[src/rtl/id_hazard_ctrl_if.sv]
// Issue-control bus between the ID stage, EX and writeback, seen by id_hazard_ctrl.
// master = pipeline side that drives decode/writeback, slave = the hazard controller.
interface id_hazard_ctrl_if #(
    parameter int MAX_PENDING = 4
);
    localparam int CW = $clog2(MAX_PENDING + 1);

    logic          id_valid;
    logic [4:0]    id_rs;
    logic [4:0]    id_rt;
    logic          id_rt_used;
    logic [4:0]    id_dst;
    logic          id_dst_en;
    logic          ex_busy;
    logic          wb_valid;
    logic [4:0]    wb_reg;
    logic          id_stall;
    logic          id_issue;
    logic          ex_bubble;
    logic [31:0]   pending;
    logic [CW-1:0] inflight;
    logic [1:0]    state;
    logic [15:0]   stall_cycles;
    logic          wb_err;

    modport master (
        output id_valid, id_rs, id_rt, id_rt_used, id_dst, id_dst_en,
               ex_busy, wb_valid, wb_reg,
        input  id_stall, id_issue, ex_bubble, pending, inflight, state,
               stall_cycles, wb_err
    );

    modport slave (
        input  id_valid, id_rs, id_rt, id_rt_used, id_dst, id_dst_en,
               ex_busy, wb_valid, wb_reg,
        output id_stall, id_issue, ex_bubble, pending, inflight, state,
               stall_cycles, wb_err
    );
endinterface

[src/rtl/id_hazard_ctrl.sv]
// Scoreboard issue controller between ID and EX: stalls on RAW/WAW hazards,
// a full in-flight window or EX back-pressure, and tracks stall statistics.
module id_hazard_ctrl #(
    parameter int MAX_PENDING = 4,
    parameter int WB_BYPASS   = 1
) (
    input  logic            clk,
    input  logic            rst_n,
    id_hazard_ctrl_if.slave bus
);
    localparam int CW = $clog2(MAX_PENDING + 1);

    localparam logic [1:0] ST_RUN  = 2'd0;
    localparam logic [1:0] ST_HAZ  = 2'd1;
    localparam logic [1:0] ST_FULL = 2'd2;
    localparam logic [1:0] ST_BUSY = 2'd3;

    logic [31:0]   pending_r;
    logic [CW-1:0] inflight_r;
    logic [1:0]    state_r;
    logic [15:0]   stall_cycles_r;
    logic          wb_err_r;

    logic [31:0]   wb_mask_s;
    logic [31:0]   eff_s;
    logic          raw_s;
    logic          waw_s;
    logic          full_s;
    logic          wb_hit_s;
    logic          stall_s;
    logic          issue_s;
    logic          bubble_s;
    logic          set_s;
    logic [31:0]   set_mask_s;
    logic [31:0]   clr_mask_s;
    logic [1:0]    cause_s;
    logic [CW-1:0] inflight_nxt_s;

    // Effective scoreboard: with bypass, a register retiring this cycle is already readable.
    always_comb begin
        wb_mask_s = 32'd1 << bus.wb_reg;
        if ((WB_BYPASS == 32'sd1) && bus.wb_valid) begin
            eff_s = pending_r & ~wb_mask_s & ~32'd1;
        end else begin
            eff_s = pending_r & ~32'd1;
        end
    end

    // Hazard terms and the issue decision.
    always_comb begin
        raw_s    = eff_s[bus.id_rs] | (bus.id_rt_used & eff_s[bus.id_rt]);
        waw_s    = bus.id_dst_en & eff_s[bus.id_dst];
        wb_hit_s = bus.wb_valid & pending_r[bus.wb_reg];
        // A retiring writer frees its window slot in time for a new one.
        full_s   = bus.id_dst_en & (inflight_r == CW'(MAX_PENDING)) & ~wb_hit_s;
        stall_s  = bus.id_valid & (bus.ex_busy | raw_s | waw_s | full_s);
        issue_s  = bus.id_valid & ~stall_s;
        bubble_s = ~bus.ex_busy & ~issue_s;
    end

    // Stall cause, highest priority first.
    always_comb begin
        if (!bus.id_valid) begin
            cause_s = ST_RUN;
        end else if (bus.ex_busy) begin
            cause_s = ST_BUSY;
        end else if (raw_s || waw_s) begin
            cause_s = ST_HAZ;
        end else if (full_s) begin
            cause_s = ST_FULL;
        end else begin
            cause_s = ST_RUN;
        end
    end

    // Scoreboard set/clear masks and next in-flight count.
    always_comb begin
        set_s = issue_s & bus.id_dst_en & (bus.id_dst != 5'd0);
        if (set_s) begin
            set_mask_s = 32'd1 << bus.id_dst;
        end else begin
            set_mask_s = 32'd0;
        end
        if (wb_hit_s) begin
            clr_mask_s = wb_mask_s;
        end else begin
            clr_mask_s = 32'd0;
        end
        case ({set_s, wb_hit_s})
            2'b10:   inflight_nxt_s = inflight_r + CW'(1);
            2'b01:   inflight_nxt_s = inflight_r - CW'(1);
            default: inflight_nxt_s = inflight_r;
        endcase
    end

    // State registers; set beats clear when one register retires and reissues together.
    always_ff @(posedge clk) begin
        if (!rst_n) begin
            pending_r      <= 32'd0;
            inflight_r     <= '0;
            state_r        <= ST_RUN;
            stall_cycles_r <= 16'd0;
            wb_err_r       <= 1'b0;
        end else begin
            pending_r  <= (pending_r & ~clr_mask_s) | set_mask_s;
            inflight_r <= inflight_nxt_s;
            state_r    <= cause_s;
            if (stall_s && (stall_cycles_r != 16'hFFFF)) begin
                stall_cycles_r <= stall_cycles_r + 16'd1;
            end else begin
                stall_cycles_r <= stall_cycles_r;
            end
            if (bus.wb_valid && !wb_hit_s) begin
                wb_err_r <= 1'b1;
            end else begin
                wb_err_r <= wb_err_r;
            end
        end
    end

    assign bus.id_stall     = stall_s;
    assign bus.id_issue     = issue_s;
    assign bus.ex_bubble    = bubble_s;
    assign bus.pending      = pending_r;
    assign bus.inflight     = inflight_r;
    assign bus.state        = state_r;
    assign bus.stall_cycles = stall_cycles_r;
    assign bus.wb_err       = wb_err_r;
endmodule

[src/flat_wrapper.sv]
// flat-port wrapper written by rule: the top's interface ports become plain ports
module id_hazard_ctrl_flat 
#(
    parameter int MAX_PENDING = 4,
    parameter int WB_BYPASS   = 1
)
  (clk, rst_n, bus_id_valid, bus_id_rs, bus_id_rt, bus_id_rt_used, bus_id_dst, bus_id_dst_en, bus_ex_busy, bus_wb_valid, bus_wb_reg, bus_id_stall, bus_id_issue, bus_ex_bubble, bus_pending, bus_inflight, bus_state, bus_stall_cycles, bus_wb_err);
  id_hazard_ctrl_if #(.MAX_PENDING(MAX_PENDING)) bus_i ();
  input  logic clk;
  input  logic rst_n;
  input wire logic [$bits(bus_i.id_valid)-1:0] bus_id_valid;
  input wire logic [$bits(bus_i.id_rs)-1:0] bus_id_rs;
  input wire logic [$bits(bus_i.id_rt)-1:0] bus_id_rt;
  input wire logic [$bits(bus_i.id_rt_used)-1:0] bus_id_rt_used;
  input wire logic [$bits(bus_i.id_dst)-1:0] bus_id_dst;
  input wire logic [$bits(bus_i.id_dst_en)-1:0] bus_id_dst_en;
  input wire logic [$bits(bus_i.ex_busy)-1:0] bus_ex_busy;
  input wire logic [$bits(bus_i.wb_valid)-1:0] bus_wb_valid;
  input wire logic [$bits(bus_i.wb_reg)-1:0] bus_wb_reg;
  output wire logic [$bits(bus_i.id_stall)-1:0] bus_id_stall;
  output wire logic [$bits(bus_i.id_issue)-1:0] bus_id_issue;
  output wire logic [$bits(bus_i.ex_bubble)-1:0] bus_ex_bubble;
  output wire logic [$bits(bus_i.pending)-1:0] bus_pending;
  output wire logic [$bits(bus_i.inflight)-1:0] bus_inflight;
  output wire logic [$bits(bus_i.state)-1:0] bus_state;
  output wire logic [$bits(bus_i.stall_cycles)-1:0] bus_stall_cycles;
  output wire logic [$bits(bus_i.wb_err)-1:0] bus_wb_err;
  assign bus_i.id_valid = bus_id_valid;
  assign bus_i.id_rs = bus_id_rs;
  assign bus_i.id_rt = bus_id_rt;
  assign bus_i.id_rt_used = bus_id_rt_used;
  assign bus_i.id_dst = bus_id_dst;
  assign bus_i.id_dst_en = bus_id_dst_en;
  assign bus_i.ex_busy = bus_ex_busy;
  assign bus_i.wb_valid = bus_wb_valid;
  assign bus_i.wb_reg = bus_wb_reg;
  assign bus_id_stall = bus_i.id_stall;
  assign bus_id_issue = bus_i.id_issue;
  assign bus_ex_bubble = bus_i.ex_bubble;
  assign bus_pending = bus_i.pending;
  assign bus_inflight = bus_i.inflight;
  assign bus_state = bus_i.state;
  assign bus_stall_cycles = bus_i.stall_cycles;
  assign bus_wb_err = bus_i.wb_err;
  id_hazard_ctrl #(.MAX_PENDING(MAX_PENDING), .WB_BYPASS(WB_BYPASS)) u_core (.clk(clk), .rst_n(rst_n), .bus(bus_i));
endmodule
[config.mk]
export PLATFORM = sky130hd
export DESIGN_NAME = id_hazard_ctrl_flat
export DESIGN_NICKNAME = d
export VERILOG_FILES = /design/src/rtl/id_hazard_ctrl_if.sv /design/src/rtl/id_hazard_ctrl.sv /design/src/flat_wrapper.sv
export SDC_FILE = /design/constraint.sdc
export NUM_CORES = 1
export LEC_CHECK = 0
export CAP_MARGIN = 20
export CORE_UTILIZATION = 30
export CTS_BUF_LIST = sky130_fd_sc_hd__clkbuf_16
export CTS_CLUSTER_DIAMETER = 100
export CTS_CLUSTER_SIZE = 8
export DETAILED_ROUTE_END_ITERATION = 8
export SYNTH_ARGS = -nofsm -noshare
export SYNTH_HDL_FRONTEND = slang
export SYNTH_SLANG_ARGS = --single-unit
[constraint.sdc]
create_clock -name clk -period 4.33 [get_ports clk]
set_clock_uncertainty 0.05 [all_clocks]
set_input_delay 0.433 -clock clk [delete_from_list [all_inputs] [get_ports clk]]
set_output_delay 0.433 -clock clk [all_outputs]
set_load 0.05 [all_outputs]
Word level (Yosys, flattened, before mapping) --
Cells that the tools add are included.
Word-level totals: output and inout port bits 57, logic and storage cells 63, input bits 27, flip-flop bits (word level) 54
Cells by class: shifts and indexed selects 2, order comparisons 4, multiplexer cells 15, bitwise logic cells 23, add/sub/neg operators 3, reduce and logical (&&, ||, !) cells 7, eq/ne operators 4
Operator list (count):
- 2-to-1 mux 32 bit | 3
- AND 32 bit | 2
- inverter 32 bit | 2
- << shifter 1 x 5 -> 32 bit (first input constant) | 2
- OR 32 bit | 1
- < comparator 5 x 6 -> 1 bit (second input constant) | 4
- binary-select mux 1 bit (select 5 bit) | 4
- adder 16 x 1 -> 16 bit (second input constant) | 1
- inequality test 16 bit (second input constant) | 1
- AND 1 bit | 10
- 2-to-1 mux 2 bit | 3
- one-hot mux 3 bit (2 select lines) | 1
- nonzero test 5 bit | 1
- 2-to-1 mux 1 bit | 4
- inverter 1 bit | 4
- OR 1 bit | 4
- adder 3 x 1 -> 3 bit (second input constant) | 1
- equality test 3 bit (second input constant) | 1
- subtractor 3 x 1 -> 3 bit (second input constant) | 1
- equality test 2 x 1 -> 1 bit (second input constant) | 1
- equality test 2 bit (second input constant) | 1
- logical AND 1 bit | 2
- AND reduction 2 bit | 1
- nonzero test 2 bit | 1
- 2 further kinds | 2

Longest topological paths before layout --
word-level depth 18, gate-level depth with buffers 18

Least setup slack after synthesis --
No wires, ideal clock.
kind in2reg, start input port bus_wb_reg[4], end register u_core.inflight_r[2], in the netlist u_core.bus.inflight[2], arrival 3705 ps, setup slack 505 ps, path buffers 3, required time 4209 ps, library setup time 71 ps, stages 17, cells stage by stage buf_2 and4bb_1 buf_2 nand3_1 a32o_1 a211o_1 a221oi_1 o2111ai_2 nor3_4 buf_4 o211ai_1 ha_1 inv_1 fa_1 xor2_1 or3_1 a21oi_1
Between the ends: cells in the longest elaborated chain, start to end 18
Ends and longest elaborated chain:
- start, declared | line flat_wrapper.sv:19 | input wire logic [$bits(bus_i.wb_reg)-1:0] bus_wb_reg;
- << shifter 1 x 5 -> 32 bit | line id_hazard_ctrl.sv:41 | wb_mask_s = 32'd1 << bus.wb_reg;
- inverter 32 bit | line id_hazard_ctrl.sv:43 | eff_s = pending_r & ~wb_mask_s & ~32'd1;
- AND 32 bit | line id_hazard_ctrl.sv:43
- 2-to-1 mux 32 bit | line id_hazard_ctrl.sv:42 | if ((WB_BYPASS == 32'sd1) && bus.wb_valid) begin
- binary-select mux 1 bit (select 5 bit) | line id_hazard_ctrl.sv:51 | raw_s = eff_s[bus.id_rs] | (bus.id_rt_used & eff_s[bus.id_rt]);
- 2-to-1 mux 1 bit (not written as such) | line id_hazard_ctrl.sv:51
- AND 1 bit | line id_hazard_ctrl.sv:51
- OR 1 bit | line id_hazard_ctrl.sv:51
- OR 1 bit (2 in a row) | line id_hazard_ctrl.sv:56 | stall_s = bus.id_valid & (bus.ex_busy | raw_s | waw_s | full_s);
- OR 1 bit * | line id_hazard_ctrl.sv:56
- AND 1 bit * | line id_hazard_ctrl.sv:56
- inverter 1 bit * | line id_hazard_ctrl.sv:57 | issue_s = bus.id_valid & ~stall_s;
- AND 1 bit * | line id_hazard_ctrl.sv:57
- named net bus_id_issue | line flat_wrapper.sv:21 | output wire logic [$bits(bus_i.id_issue)-1:0] bus_id_issue;
- AND 1 bit * (2 in a row) | line id_hazard_ctrl.sv:78 | set_s = issue_s & bus.id_dst_en & (bus.id_dst != 5'd0);
- equality test 2 x 1 -> 1 bit or equality test 2 bit (tied branches) | line id_hazard_ctrl.sv:89 | case ({set_s, wb_hit_s})
- one-hot mux 3 bit (2 select lines) or nonzero test 2 bit (tied branches)
- end signal, assigned | line id_hazard_ctrl.sv:106 | inflight_r <= inflight_nxt_s;
- end, declared | line id_hazard_ctrl.sv:19 | logic [CW-1:0] inflight_r;
Mark *: on every way through the listed nets, which the timed path passes. The rest lies on a longest branch. The select of a mux whose other input is x is not followed. A chain may end at the register's enable or synchronous reset.

Worst setup path after layout --
start input port bus_wb_reg[0], end output port bus_id_stall
Between the ends: cells in the longest elaborated chain, start to end 12
Ends and longest elaborated chain:
- << shifter 1 x 5 -> 32 bit | line id_hazard_ctrl.sv:41
- inverter 32 bit | line id_hazard_ctrl.sv:43
- AND 32 bit | line id_hazard_ctrl.sv:43
- 2-to-1 mux 32 bit | line id_hazard_ctrl.sv:42
- binary-select mux 1 bit (select 5 bit) | line id_hazard_ctrl.sv:51
- 2-to-1 mux 1 bit (not written as such) | line id_hazard_ctrl.sv:51
- AND 1 bit | line id_hazard_ctrl.sv:51
- OR 1 bit | line id_hazard_ctrl.sv:51
- OR 1 bit (2 in a row) | line id_hazard_ctrl.sv:56
- OR 1 bit * | line id_hazard_ctrl.sv:56
- AND 1 bit * | line id_hazard_ctrl.sv:56
- end, declared | line flat_wrapper.sv:20 | output wire logic [$bits(bus_i.id_stall)-1:0] bus_id_stall;
Every way passes the cells marked *; elsewhere a longest branch is shown, timed or not. The select of a mux whose other input is x is not followed.

==> run_results.csv <==
group,metric,value,unit
status,status,"finished, final reports clean",
synthesis,synth.net_count,549,
clock_tree,clk_latency,0.30,ns
clock_tree,cts_resized,0,
global_routing,grt_overflow,0,
critical_path,r2r_slack,0.62,ns
synthesis,syn-cell-area,4190,um^2
clock_tree,cts_hold_buf,0,
synthesis,synth_edf_count,0,
global_routing,grt_pass1_wl,28400,um
layout,drive_above_1_share,16.7,%
sta,fin_tns_setup,0,ns
clock_tree,cts_sinks,54,
routing,drtAntennaViolNets,0,
floorplanning,fp.dieH,120,um
critical_path,critPathLaunchType,"input pin",
global_routing,grt_max_degree,28,
critical_path,crit_start,"bus_wb_reg[0]",
sta,timing.fmax,241,MHz
clock_tree,cts_tree,"yes",
floorplanning,io_pins,84,
routing,drc,0,
critical_path,timing.critical_path.cells,"clkdlybuf4s50_1 > buf_12 > buf_4 > or2_1 > o21ai_0 > buf_4 > nand3_1 > and3_1 > a221oi_1 > o2111ai_2 > buf_4 > or2_2 > and2_1 > buf_12",
synthesis,ys_warn_count,0,
floorplanning,core,13500,um^2
sta,tightestPinTransition,0.662,ns
synthesis,postSynth.asyncResetShare,0,%
global_routing,grt_pass1_vias,4966,
critical_path,slowest_stage,"clkdlybuf4s50_1",
layout,utilization,42.8,%
flow_run,cap_violations,0,
routing,num_vias,5031,
routing,drt_iter0_markers,652,
clock_tree,clockBufferDepth,2,
sta,slew_violations,0,
critical_path,endpoint_kind,"primary output",
critical_path,crit_type,"input pin to primary output",
sta,finalCritPeriodShare,96.0,%
critical_path,slowest_delay,0.45,ns
min_path,hold_depth,1,
global_routing,grt_antenna_before_repair,0,
synthesis,yosysTopAreaCell,"dfxtp_1",
critical_path,path_common_cell,"buf_4",
pwr,ir_drop,0.000136,V
sta,rsz0062_at_grt,"false",
synthesis,syn_inst,519,
floorplanning,dieWidth,120,um
critical_path,r2r-start,"u_core.bus.pending[2]$_SDFF_PN0_",
global_routing,grt.total_usage,25.7,%
floorplanning,die_area,14500,um^2
placed_design,dp.cells,810,
layout,nets,671,
synthesis,yosysTopAreaCellShare,25.8,%
layout,area_delta_synth_final,37.4,%
layout,n_antenna_cell,0,
synthesis,ys_types,71,
placed_design,gp_congestion,0.980,
pwr,p_leak,2.00,nW
clock_tree,clk_transition_reported_paths,0.07,ns
critical_path,worst_ep_arrival_time,3.67,ns
critical_path,reg2reg_depth,14,
critical_path,crit_fanout,13,
floorplanning,rows,42,
min_path,hold_class,"register to register",
floorplanning,initial_utilization,31.2,%
clock_tree,numCtsBuffers,5,
synthesis,avgSynthCellArea,8.08,um^2
synthesis,synth_ff_type,"dfxtp_1",
sta,finalSetupViolations,0,
clock_tree,postCtsSetupRepairBufs,0,
layout,nFillCells,1397,
routing,via_per_inst,6.15,
layout,final_cell_area,5760,um^2
min_path,hold_path.startpoint,"u_core.bus.pending[0]$_SDFF_PN0_",
routing,drt-pass1-iter-count,7,
sta,slew_headroom,55.3,%
synthesis,ys_ff_latch,54,
synthesis,netlist_top_cells_area,"dfxtp_1 (26%), mux2i_1 (6.9%), mux4_2 (5.4%)",
layout,fin_cells,818,
clock_tree,htreeDepth,2,
placed_design,port_buffers,83,
routing,wl_per_cell,22.6,um
placed_design,dp_hpwl,14200,um
routing,wirelength,18500,um
sta,finalCriticalPeriod,4.16,ns
pwr,power_density,208,nW/um^2
synthesis,seq_area_frac_synth,25.8,%
sta,finalHoldViolations,0,
placed_design,placed_area,5620,um^2
critical_path,cp_data_required_time,3.85,ns
clock_tree,cts-root-buf,"clkbuf_16",
synth_stat cells (all sizes together), types with 10 or more instances:
cell	instances
dfxtp	54
o21ai	43
nand2	39
nand3	37
nor2	31
mux2i	29
a21oi	23
buf	22
inv	21
clkbuf	17
o211ai	17
nor3	15
mux4	10
through the flow:
step / hold WS, ns / total power [mW] / setup WS [ns]
final: 0.439 / 1.20 / 0.174
after global routing: 0.453 / 1.24 / 0.0143
after CTS: 0.440 / 1.20 / 0.144
after detailed placement: 0.423 / 0.804 / -0.0751
after global placement: 0.414 / 0.803 / 0.0521
after floorplan: 0.504 / 0.681 / 0.505
registers in the layout, indices dropped and copies added, names as in the netlist:
register / flops
u_core.bus.pending: 32
u_core.bus.stall_cycles: 16
u_core.bus.state: 2
u_core.bus.inflight: 3
u_core.bus.wb_err: 1
routing by layer:
metal	routed length (um)	up-vias	GRT usage, %
met4	829	0	12.7
met1	7250	2405	32.0
met2	8780	326	43.2
met5	0	-	0
li1	-	2236	-
met3	1650	64	3.87
cell type report:
type,count,area [um^2],share of cell area (%)
Clock buffer,5,125,2.17
Clock inverter,3,12.5,0.217
Inverter,22,82.6,1.43
Multi-Input combinational cell,404,2820,49.0
Sequential cell,54,1080,18.8
Tap cell,176,220,3.82
Timing Repair Buffer,154,1420,24.6
worst paths after layout:
check | to
max | bus_id_stall
max reg2reg | u_core.bus.inflight[2]$_SDFFE_PN0P_
min | u_core.bus.pending[0]$_SDFF_PN0_
min reg2reg | u_core.bus.pending[0]$_SDFF_PN0_
report_power, final:
group / total (mW) / leakage [nW] / switching [mW] / internal [mW]
combinational: 0.291 / 1.49 / 0.176 / 0.116
sequential: 0.508 / 0.436 / 0.00660 / 0.502
clock: 0.397 / 0.0724 / 0.187 / 0.210
total: 1.20 / 2.00 / 0.369 / 0.828
placed cells by master, fill, tap and decap left out, types with 6 or more instances in the layout:
master / n
nand4_1: 6
mux4_2: 10
inv_1: 22
o31ai_1: 8
o22ai_1: 6
o211ai_1: 17
mux2i_1: 28
nand2b_1: 9
or3_1: 7
nor2b_1: 6
nand2_1: 39
nor4_1: 8
nor2_1: 31
nand3_1: 37
nor3_1: 14
a21oi_1: 23
buf_4: 69
a311oi_1: 8
and3_1: 6
o21ai_0: 41
or4_1: 7
clkdlybuf4s50_1: 80
dfxtp_1: 54
kinds of logic after synthesis:
kind of cell / Yosys count / synth area share, %
xor+xnor: 9 / 1.88
buf+inv: 61 / 7.07
fa+ha+maj: 3 / 1.07
flops: 54 / 25.8
mux: 42 / 13.1
simple gates: 201 / 26.8
compound gates: 149 / 24.3
worst max-delay path: cells and delay by family:
kind / cells / cell delay (ns)
buf+inv: 6 / 1.35
simple gates: 5 / 1.07
compound gates: 3 / 0.80
Power figures use the tool's default switching activity.
